**config.mk**
```make
export PLATFORM = sky130hd
export DESIGN_NAME = mul_div_unit_flat
export DESIGN_NICKNAME = d
export VERILOG_FILES = /design/src/rtl/mul_div_if.sv /design/src/rtl/mul_div_unit.sv /design/src/flat_wrapper.sv
export SDC_FILE = /design/constraint.sdc
export NUM_CORES = 1
export LEC_CHECK = 0
export CAP_MARGIN = 20
export CELL_PAD_IN_SITES_DETAIL_PLACEMENT = 0
export CELL_PAD_IN_SITES_GLOBAL_PLACEMENT = 1
export CORE_MARGIN = 3
export CORE_UTILIZATION = 41
export CTS_BUF_LIST = sky130_fd_sc_hd__clkbuf_4
export CTS_CLUSTER_DIAMETER = 150
export DETAILED_ROUTE_END_ITERATION = 12
export PLACE_DENSITY_LB_ADDON = 0.1
export SYNTH_ARGS = -nofsm -noshare
export SYNTH_HDL_FRONTEND = slang
export SYNTH_SLANG_ARGS = --single-unit
export TNS_END_PERCENT = 1
```
**constraint.sdc**
```tcl
create_clock -name clk -period 3.6 [get_ports clk]
set_input_delay 1.08 -clock clk [delete_from_list [all_inputs] [get_ports clk]]
set_output_delay 1.08 -clock clk [all_outputs]
set_load 0.01 [all_outputs]
```
**src/rtl/mul_div_if.sv**
```systemverilog
// Request/response bundle between the execute stage and the HI/LO multiply/divide unit.
interface mul_div_if #(parameter int BitWidth = 32);
  logic                start;
  logic [2:0]          op;
  logic [BitWidth-1:0] a;
  logic [BitWidth-1:0] b;
  logic                abort;
  logic                busy;
  logic                done;
  logic [BitWidth-1:0] hi;
  logic [BitWidth-1:0] lo;
  logic                div_by_zero;

  modport master (output start, op, a, b, abort,
                  input  busy, done, hi, lo, div_by_zero);
  modport slave  (input  start, op, a, b, abort,
                  output busy, done, hi, lo, div_by_zero);
endinterface

```
**src/rtl/mul_div_unit.sv**
```systemverilog
// Iterative signed/unsigned MULT/DIV (one radix-2 step per cycle) owning the HI/LO pair.
module mul_div_unit #(
  parameter int BitWidth = 32
) (
  input  logic clk,
  input  logic rst_n,
  mul_div_if.slave bus
);
  localparam int W  = BitWidth;
  localparam int CW = $clog2(W);
  localparam logic [2:0] OP_MULT = 3'd0, OP_MULTU = 3'd1, OP_DIV = 3'd2,
                         OP_DIVU = 3'd3, OP_MTHI = 3'd4, OP_MTLO  = 3'd5;

  typedef enum logic [1:0] {IDLE, MUL, DIV, FIX} state_t;
  state_t state, nxt;

  logic [CW-1:0]  cnt;
  logic [2*W:0]   acc;      // MUL: {upper, multiplier}; DIV: {remainder, quotient}
  logic [W-1:0]   opb;      // multiplicand or divisor magnitude
  logic           neg_res, neg_rem, is_div, dz_pend;
  logic           done_r, dz_r;
  logic [W-1:0]   hi_r, lo_r;

  logic           last, is_sgn, a_neg, b_neg;
  logic [W-1:0]   mag_a, mag_b;
  logic [W:0]     sum;
  logic [W:0]     rsh;
  logic [W+1:0]   diff;
  logic [2*W:0]   mul_nxt, div_nxt;
  logic [2*W-1:0] prod;
  logic [W-1:0]   quo, rem;

  assign last   = (cnt == CW'(W-1));
  assign is_sgn = (bus.op == OP_MULT) || (bus.op == OP_DIV);
  assign a_neg  = is_sgn & bus.a[W-1];
  assign b_neg  = is_sgn & bus.b[W-1];
  assign mag_a  = a_neg ? -bus.a : bus.a;
  assign mag_b  = b_neg ? -bus.b : bus.b;

  // shift-add: add multiplicand into upper half when LSB set, then shift right
  assign sum     = {1'b0, acc[2*W-1:W]} + {1'b0, opb};
  assign mul_nxt = acc[0] ? {1'b0, sum, acc[W-1:1]} : {1'b0, acc[2*W:1]};

  // restoring divide: keep the trial subtraction only when it does not borrow
  assign rsh     = {acc[2*W-1:W], acc[W-1]};
  assign diff    = {1'b0, rsh} - {2'b0, opb};
  assign div_nxt = diff[W+1] ? {rsh, acc[W-2:0], 1'b0}
                             : {diff[W:0], acc[W-2:0], 1'b1};

  assign prod = neg_res ? -acc[2*W-1:0] : acc[2*W-1:0];
  assign quo  = neg_res ? -acc[W-1:0]   : acc[W-1:0];
  assign rem  = neg_rem ? -acc[2*W-1:W] : acc[2*W-1:W];

  always_ff @(posedge clk or negedge rst_n) begin
    if (!rst_n) state <= IDLE;
    else        state <= nxt;
  end

  always_comb begin
    nxt = state;
    if (bus.abort) nxt = IDLE;
    else begin
      case (state)
        IDLE: if (bus.start) begin
          if (bus.op == OP_MULT || bus.op == OP_MULTU)     nxt = MUL;
          else if (bus.op == OP_DIV || bus.op == OP_DIVU)  nxt = DIV;
        end
        MUL, DIV: if (last) nxt = FIX;
        FIX:      nxt = IDLE;
        default:  nxt = IDLE;
      endcase
    end
  end

  always_comb begin
    bus.busy        = (state != IDLE);
    bus.done        = done_r;
    bus.hi          = hi_r;
    bus.lo          = lo_r;
    bus.div_by_zero = dz_r;
  end

  always_ff @(posedge clk or negedge rst_n) begin
    if (!rst_n) begin
      cnt <= '0; acc <= '0; opb <= '0;
      neg_res <= 1'b0; neg_rem <= 1'b0; is_div <= 1'b0; dz_pend <= 1'b0;
      done_r <= 1'b0; dz_r <= 1'b0; hi_r <= '0; lo_r <= '0;
    end else begin
      done_r <= 1'b0;
      if (!bus.abort) begin
        case (state)
          IDLE: if (bus.start) begin
            cnt     <= '0;
            neg_res <= a_neg ^ b_neg;
            neg_rem <= a_neg;
            dz_pend <= (bus.b == '0);
            case (bus.op)
              OP_MULT, OP_MULTU: begin
                acc <= {{(W+1){1'b0}}, mag_b}; opb <= mag_a; is_div <= 1'b0; dz_r <= 1'b0;
              end
              OP_DIV, OP_DIVU: begin
                acc <= {{(W+1){1'b0}}, mag_a}; opb <= mag_b; is_div <= 1'b1; dz_r <= 1'b0;
              end
              OP_MTHI: begin hi_r <= bus.a; done_r <= 1'b1; dz_r <= 1'b0; end
              OP_MTLO: begin lo_r <= bus.a; done_r <= 1'b1; dz_r <= 1'b0; end
              default: ;
            endcase
          end
          MUL: begin acc <= mul_nxt; cnt <= cnt + CW'(1); end
          DIV: begin acc <= div_nxt; cnt <= cnt + CW'(1); end
          FIX: begin
            done_r <= 1'b1;
            dz_r   <= is_div & dz_pend;
            if (is_div) begin
              // divide-by-zero: all-ones quotient, remainder fix-up restores original a
              lo_r <= dz_pend ? '1 : quo;
              hi_r <= rem;
            end else begin
              {hi_r, lo_r} <= prod;
            end
          end
          default: ;
        endcase
      end
    end
  end
endmodule
```
**src/flat_wrapper.sv**
```systemverilog
// flat-port wrapper written by rule: the top's interface ports become plain ports
module mul_div_unit_flat 
#(
  parameter int BitWidth = 32
)
  (clk, rst_n, bus_start, bus_op, bus_a, bus_b, bus_abort, bus_busy, bus_done, bus_hi, bus_lo, bus_div_by_zero);
  mul_div_if #(.BitWidth(BitWidth)) bus_i ();
  input  logic clk;
  input  logic rst_n;
  input wire logic [$bits(bus_i.start)-1:0] bus_start;
  input wire logic [$bits(bus_i.op)-1:0] bus_op;
  input wire logic [$bits(bus_i.a)-1:0] bus_a;
  input wire logic [$bits(bus_i.b)-1:0] bus_b;
  input wire logic [$bits(bus_i.abort)-1:0] bus_abort;
  output wire logic [$bits(bus_i.busy)-1:0] bus_busy;
  output wire logic [$bits(bus_i.done)-1:0] bus_done;
  output wire logic [$bits(bus_i.hi)-1:0] bus_hi;
  output wire logic [$bits(bus_i.lo)-1:0] bus_lo;
  output wire logic [$bits(bus_i.div_by_zero)-1:0] bus_div_by_zero;
  assign bus_i.start = bus_start;
  assign bus_i.op = bus_op;
  assign bus_i.a = bus_a;
  assign bus_i.b = bus_b;
  assign bus_i.abort = bus_abort;
  assign bus_busy = bus_i.busy;
  assign bus_done = bus_i.done;
  assign bus_hi = bus_i.hi;
  assign bus_lo = bus_i.lo;
  assign bus_div_by_zero = bus_i.div_by_zero;
  mul_div_unit #(.BitWidth(BitWidth)) u_core (.clk(clk), .rst_n(rst_n), .bus(bus_i));
endmodule
```
; Yosys cells after proc, flatten, opt, wreduce, memory -nomap -nowiden
; Cells that the tools add are included.
[op_classes]
magnitude_cmp = 0
bitwise = 5
n_eq_ne = 17
reduce_logical = 24
mux = 36
n_addsub = 8
mul = 0
shifts = 0
n_div = 0
[op_table]
columns = operator, n
row1 = $mux W32, 11
row2 = $pmux W65 S3, 1
row3 = $pmux W32 S2, 3
row4 = $mux W65, 2
row5 = $pmux W65 S2, 1
row6 = $mux W64, 2
row7 = $neg A32 Y32, 4
row8 = $neg A64 Y64, 1
row9 = $sub A33 B32 Y34, 1
row10 = $add A32 B32 Y33, 1
row11 = $logic_not A32 Y1, 1
row12 = $reduce_and A4 Y1, 5
row13 = $mux W2, 5
row14 = $pmux W5 S2, 1
row15 = $reduce_and A3 Y1, 3
row16 = $ne A2 B2 Y1 const B, 4
row17 = $reduce_bool A2 Y1, 4
row18 = $reduce_or A2 Y1, 4
row19 = $eq A3 B2 Y1 const B, 2
row20 = $eq A3 B3 Y1 const B, 2
row21 = $ne A3 B3 Y1 const B, 2
row22 = $pmux W1 S2, 3
row23 = $pmux W2 S3, 1
row24 = $reduce_or A6 Y1, 1
row25 = other kinds (16), 25
[totals]
wordCells = 102
ram_bits = 0
n_memories = 0
in_bits = 71
rom_bits = 0
latchBits = 0
ff_bits = 174

; Depth between registers and ports, before layout
[logic_depth]
ltp_word = 7
depth_mapped = 14

; Worst setup path after synthesis
; Ideal clock, no wire load.
[synth_timing]
path_kind = register to register
start = register u_core.acc[31]
end = register u_core.acc[58]
stages_incl_launch_ff = 14
path_buffers = 1
synth_period_minus_slack_ns = 3.458
t_arrival_ns = 3.332
path_slack_ns = 0.142
path_cell_list = dfrtp_1 clkbuf_1 inv_1 ha_1 fa_1 nand2b_1 a21o_1 a31oi_1 a31oi_1 o31ai_1 nand2_1 a311o_1 mux2_2 a221o_1
[synth_via]
elab_chain_cells = 3
[synth_rtl]
columns = item, line
row1 = from (decl), mul_div_unit.sv:18  ; logic [2*W:0] acc;
row2 = from (signal assigned), mul_div_unit.sv:109  ; MUL: begin acc <= mul_nxt; cnt <= cnt + CW'(1); end
row3 = from (signal assigned), mul_div_unit.sv:110  ; DIV: begin acc <= div_nxt; cnt <= cnt + CW'(1); end
row4 = $sub A33 B32 Y34, mul_div_unit.sv:46  ; assign diff = {1'b0, rsh} - {2'b0, opb};
row5 = $mux W65, mul_div_unit.sv:47  ; assign div_nxt = diff[W+1] ? {rsh, acc[W-2:0], 1'b0}
row6 = $pmux W65 S3, mul_div_unit.sv:91  ; case (state)
; Every way passes these cells.
; A chain may end at the register's enable or synchronous reset.

; Final worst setup path
[layout_timing]
start = register u_core.acc[9]
end = register u_core.hi_r[9], in the netlist u_core.bus.hi[9]
[layout_via]
elab_chain_cells = 4
[layout_rtl]
columns = item, line
row1 = $neg A64 Y64, mul_div_unit.sv:50  ; assign prod = neg_res ? -acc[2*W-1:0] : acc[2*W-1:0];
row2 = $mux W64, mul_div_unit.sv:50
row3 = $mux W32, mul_div_unit.sv:114  ; if (is_div) begin
row4 = $pmux W32 S2, mul_div_unit.sv:91
row5 = to (signal assigned), mul_div_unit.sv:117  ; hi_r <= rem;
row6 = to (signal assigned), mul_div_unit.sv:119  ; {hi_r, lo_r} <= prod;
row7 = to (decl), mul_div_unit.sv:22  ; logic [W-1:0] hi_r, lo_r;
; Every way passes these cells.

==> results.yml <==
pwr:
  sequentialPowerShare_pct: 24.6
  p_comb_share_pct: 66.5
  swShare_pct: 50.7
  p_int_mw: 7.27
  vdd_ir_drop_max_mv: 0.319
  total_power_mw: 14.7
  p_leak_nw: 8.32
  p_per_area_nw_per_um2: 780
  p_clk_share_pct: 8.8
  power_switching_mw: 7.48
synthesis:
  syn-cell-area_um2: 15300
  synth_warnings: 0
  syn-num-nets: 2145
  yosysSeqAreaShare_pct: 28.4
  ys_seq_elements: 174
  synthArstFlopShare_pct: 100
  synth-edff-count: 0
  synthCells: 1996
  yosys.cell_types.count: 83
  synthFlopType: "dfrtp_1"
  avgSynthCellArea_um2: 7.69
global_routing:
  grt_first_pass_wirelength_um: 97000
  grt_start_max_net_pins: 83
  grt_overflow: 0
  grt_pass1_vias: 15300
  grt_usage_pct: 32.6
  antenna_found_initial: 4
worst_setup_path:
  critPathKind: "reg -> reg"
  cp_slowest_cell: "or4_4"
  end_kind: "flop"
  reg2reg_depth: 11
  r2r_start: "u_core.acc[9]"
  cp_num_buf_inv: 2
  cp_data_required_time_ns: 4.17
  worstSetupStartpointType: "flop"
  crit_top_cell: "buf_4"
  max_stage_delay_ns: 0.57
  crit_family: "simple AND/OR/NAND/NOR gates"
  worstPathCellList: "or4_4, or4b_4, nor4_4, buf_4, nand3_4, o21ai_1, a31oi_1, xnor2_1, a211oi_1, buf_4, a21o_1"
  reg2reg_to: "u_core.bus.hi[9]"
  regToRegSetupSlack_ns: 0.18
  cp.arrival_ns: 3.99
  timing.critical_path.fanout_max: 6
timing:
  post-route-period-util_pct: 95.1
  maxSlewHeadroom_pct: 34.6
  final_hold_viol_count: 0
  max_clock_freq_mhz: 292
  setup_violations: 0
  fin_setup_tns_ns: 0
  tightestPinTransition_ns: 0.981
  slew_viol_final: 0
  fin_skew_ns: 0.0355
  worst_slack_ns: 0.177
  period_needed_ns: 3.42
floorplan:
  ios: 138
  rows: 70
  die_h_um: 199
  core_area_um2: 36800
  initial_utilization_pct: 41.7
  die_width_um: 199
  die_area_um2: 39800
clock_tree:
  cts_buffer_depth: 2
  clockRootBuffer: "clkbuf_4"
  clkSinkCount: 174
  h-tree-depth: 4
  hold_buffers: 0
  clk_pin_slew_ns: 0.16
  clock_latency_ns: 0.69
  tritoncts: "done"
  cts_buffers: 17
detailed_routing:
  vias: 16700
  drt-initial-drc-count: 1856
  vias_per_cell: 6.13
  drc: 0
  avgRoutedWirePerCell_um: 24.0
  ant_nets: 0
  drtPass1Iterations: 7
  routed_wl_um: 65500
status:
  outcome: "completed"
placed_design:
  dp.final_hpwl_um: 52000
  io_buffer_count: 137
  pre_cts_ws_ns: -0.253
  place.gp.congestion: 0.980
final_layout:
  regArea_um2: 4350
  drive_above_1_share_pct: 13.3
  syn_to_final_growth_pct: 23.1
  fillers: 3704
  finalNetCount: 2397
  multi_input_area_um2: 10300
worst_hold_path:
  hp-class: "in -> async"
run:
  cap_violations: 0
[stage by stage]
step	cells	util (%)	area, um^2	hold slack, ns
CTS	2728	51.3	18900	0.332
finish	2732	51.4	18900	0.343
detailed placement	2696	50.4	18600	0.467
global placement	2696	50.4	18600	0.456
floorplan	1996	-	15300	0.445
global route	2732	51.4	18900	0.337
[kinds of logic after synthesis]
group	synth area share (%)
DFF	28.4
muxes	2.60
adders and majority gates	6.46
AOI/OAI and AO/OA	28.6
buffers and inverters	4.85
xor gates and xnor gates	9.53
and+or+nand+nor	19.6
[layout by cell type (no fill, tap or decap), drive strengths merged, types with 8 or more instances in the layout]
cell type | netlist | layout
clkdlybuf4s50 | 0 | 136
nor2b | 18 | 18
nor3 | 39 | 39
o41ai | 8 | 8
inv | 71 | 81
xnor2 | 85 | 85
nand4 | 16 | 16
dfrtp | 174 | 174
and3 | 18 | 18
a31oi | 26 | 26
a211oi | 29 | 29
or3 | 22 | 22
clkbuf | 107 | 17
o21ai | 235 | 235
ha | 76 | 76
a21oi | 193 | 193
a21o | 40 | 40
mux2i | 32 | 32
o22ai | 14 | 14
nor2 | 150 | 150
o21a | 8 | 8
o211ai | 21 | 21
nand2b | 14 | 14
nand3 | 48 | 48
buf | 14 | 218
or4 | 15 | 15
o22a | 11 | 11
nor4 | 25 | 25
and2 | 8 | 8
nand2 | 240 | 240
o31ai | 27 | 27
xor2 | 82 | 82
a222oi | 29 | 29
or2 | 9 | 9
[sequential cells by signal (all words and copies together), names as in the netlist]
name	flops
u_core.acc	65
u_core.bus.div_by_zero	1
u_core.bus.done	1
u_core.bus.hi	32
u_core.bus.lo	32
u_core.cnt	5
u_core.dz_pend	1
u_core.is_div	1
u_core.neg_rem	1
u_core.neg_res	1
u_core.opb	32
u_core.state	2
[area by class of cell]
cell class                      count  area share (%)
Multi-Input combinational cell   1628            54.6
Antenna cell                        3          0.0397
Clock buffer                       17           0.676
Inverter                           73            1.45
Timing Repair Buffer              354            16.2
Tap cell                          468            3.10
Sequential cell                   174            23.0
Clock inverter                     15           0.914
[power by group through the flow]
stage          sequential (mW)  clock, mW  combinational, mW
2_1_floorplan             3.52          0               5.76
3_3_place_gp              3.64          0               9.52
3_5_place_dp              3.66          0               9.57
4_1_cts                   3.61       1.33               9.61
5_1_grt                   3.70       1.40               10.6
6_report                  3.63       1.30               9.81
[synthesized netlist by cell type (6+ instances only)]
master / count / share of area [%]
a211oi_1: 28 / 1.4
a21o_1: 40 / 2.0
a21oi_1: 193 / 6.3
a222oi_1: 29 / 1.9
a22oi_1: 7 / 0.34
a31oi_1: 26 / 1.1
and2_1: 7 / 0.29
and3_1: 18 / 0.73
buf_1: 8 / 0.20
clkbuf_1: 107 / 2.6
dfrtp_1: 174 / 28
ha_1: 76 / 6.2
inv_1: 70 / 1.7
mux2_2: 7 / 0.51
mux2i_1: 32 / 2.1
nand2_1: 240 / 5.9
nand2b_1: 14 / 0.57
nand3_1: 47 / 1.5
nand4_1: 16 / 0.65
nor2_1: 150 / 3.7
nor2b_1: 18 / 0.73
nor3_1: 39 / 1.3
nor4_1: 24 / 0.98
o211ai_1: 21 / 1.0
o21a_1: 8 / 0.39
o21ai_0: 221 / 7.2
o21ai_1: 14 / 0.46
o21bai_1: 6 / 0.29
o22a_1: 11 / 0.63
o22ai_1: 14 / 0.57
o31ai_1: 26 / 1.3
o41ai_1: 8 / 0.46
or2_2: 8 / 0.33
or3_1: 22 / 0.90
or4_1: 12 / 0.59
xnor2_1: 85 / 4.9
xor2_1: 82 / 4.7
[layer usage]
layer	share of wire [%]	vias to the layer above	track usage (%)
met2	42	844	47.0
met4	2.9	0	8.76
met5	0	-	0
met3	8.8	89	4.54
met1	46	8025	50.7
li1	-	7790	-
[how the worst max path moves through the flow]
stage          cells after the start                to      startpoint
2_1_floorplan                     13    u_core.acc[58]  u_core.acc[31]
3_3_place_gp                      11    u_core.acc[30]        bus_b[2]
3_5_place_dp                      11    u_core.acc[30]        bus_b[2]
4_1_cts                           11    u_core.acc[58]   u_core.opb[0]
5_1_grt                           12    u_core.acc[58]  u_core.opb[11]
6_report                          11  u_core.bus.hi[9]   u_core.acc[9]
[repair_timing]
action	CTS	global route
resized for setup	0	4
setup endpoints to repair	0	9
setup buffers	0	1
Power figures use the tool's default switching activity.
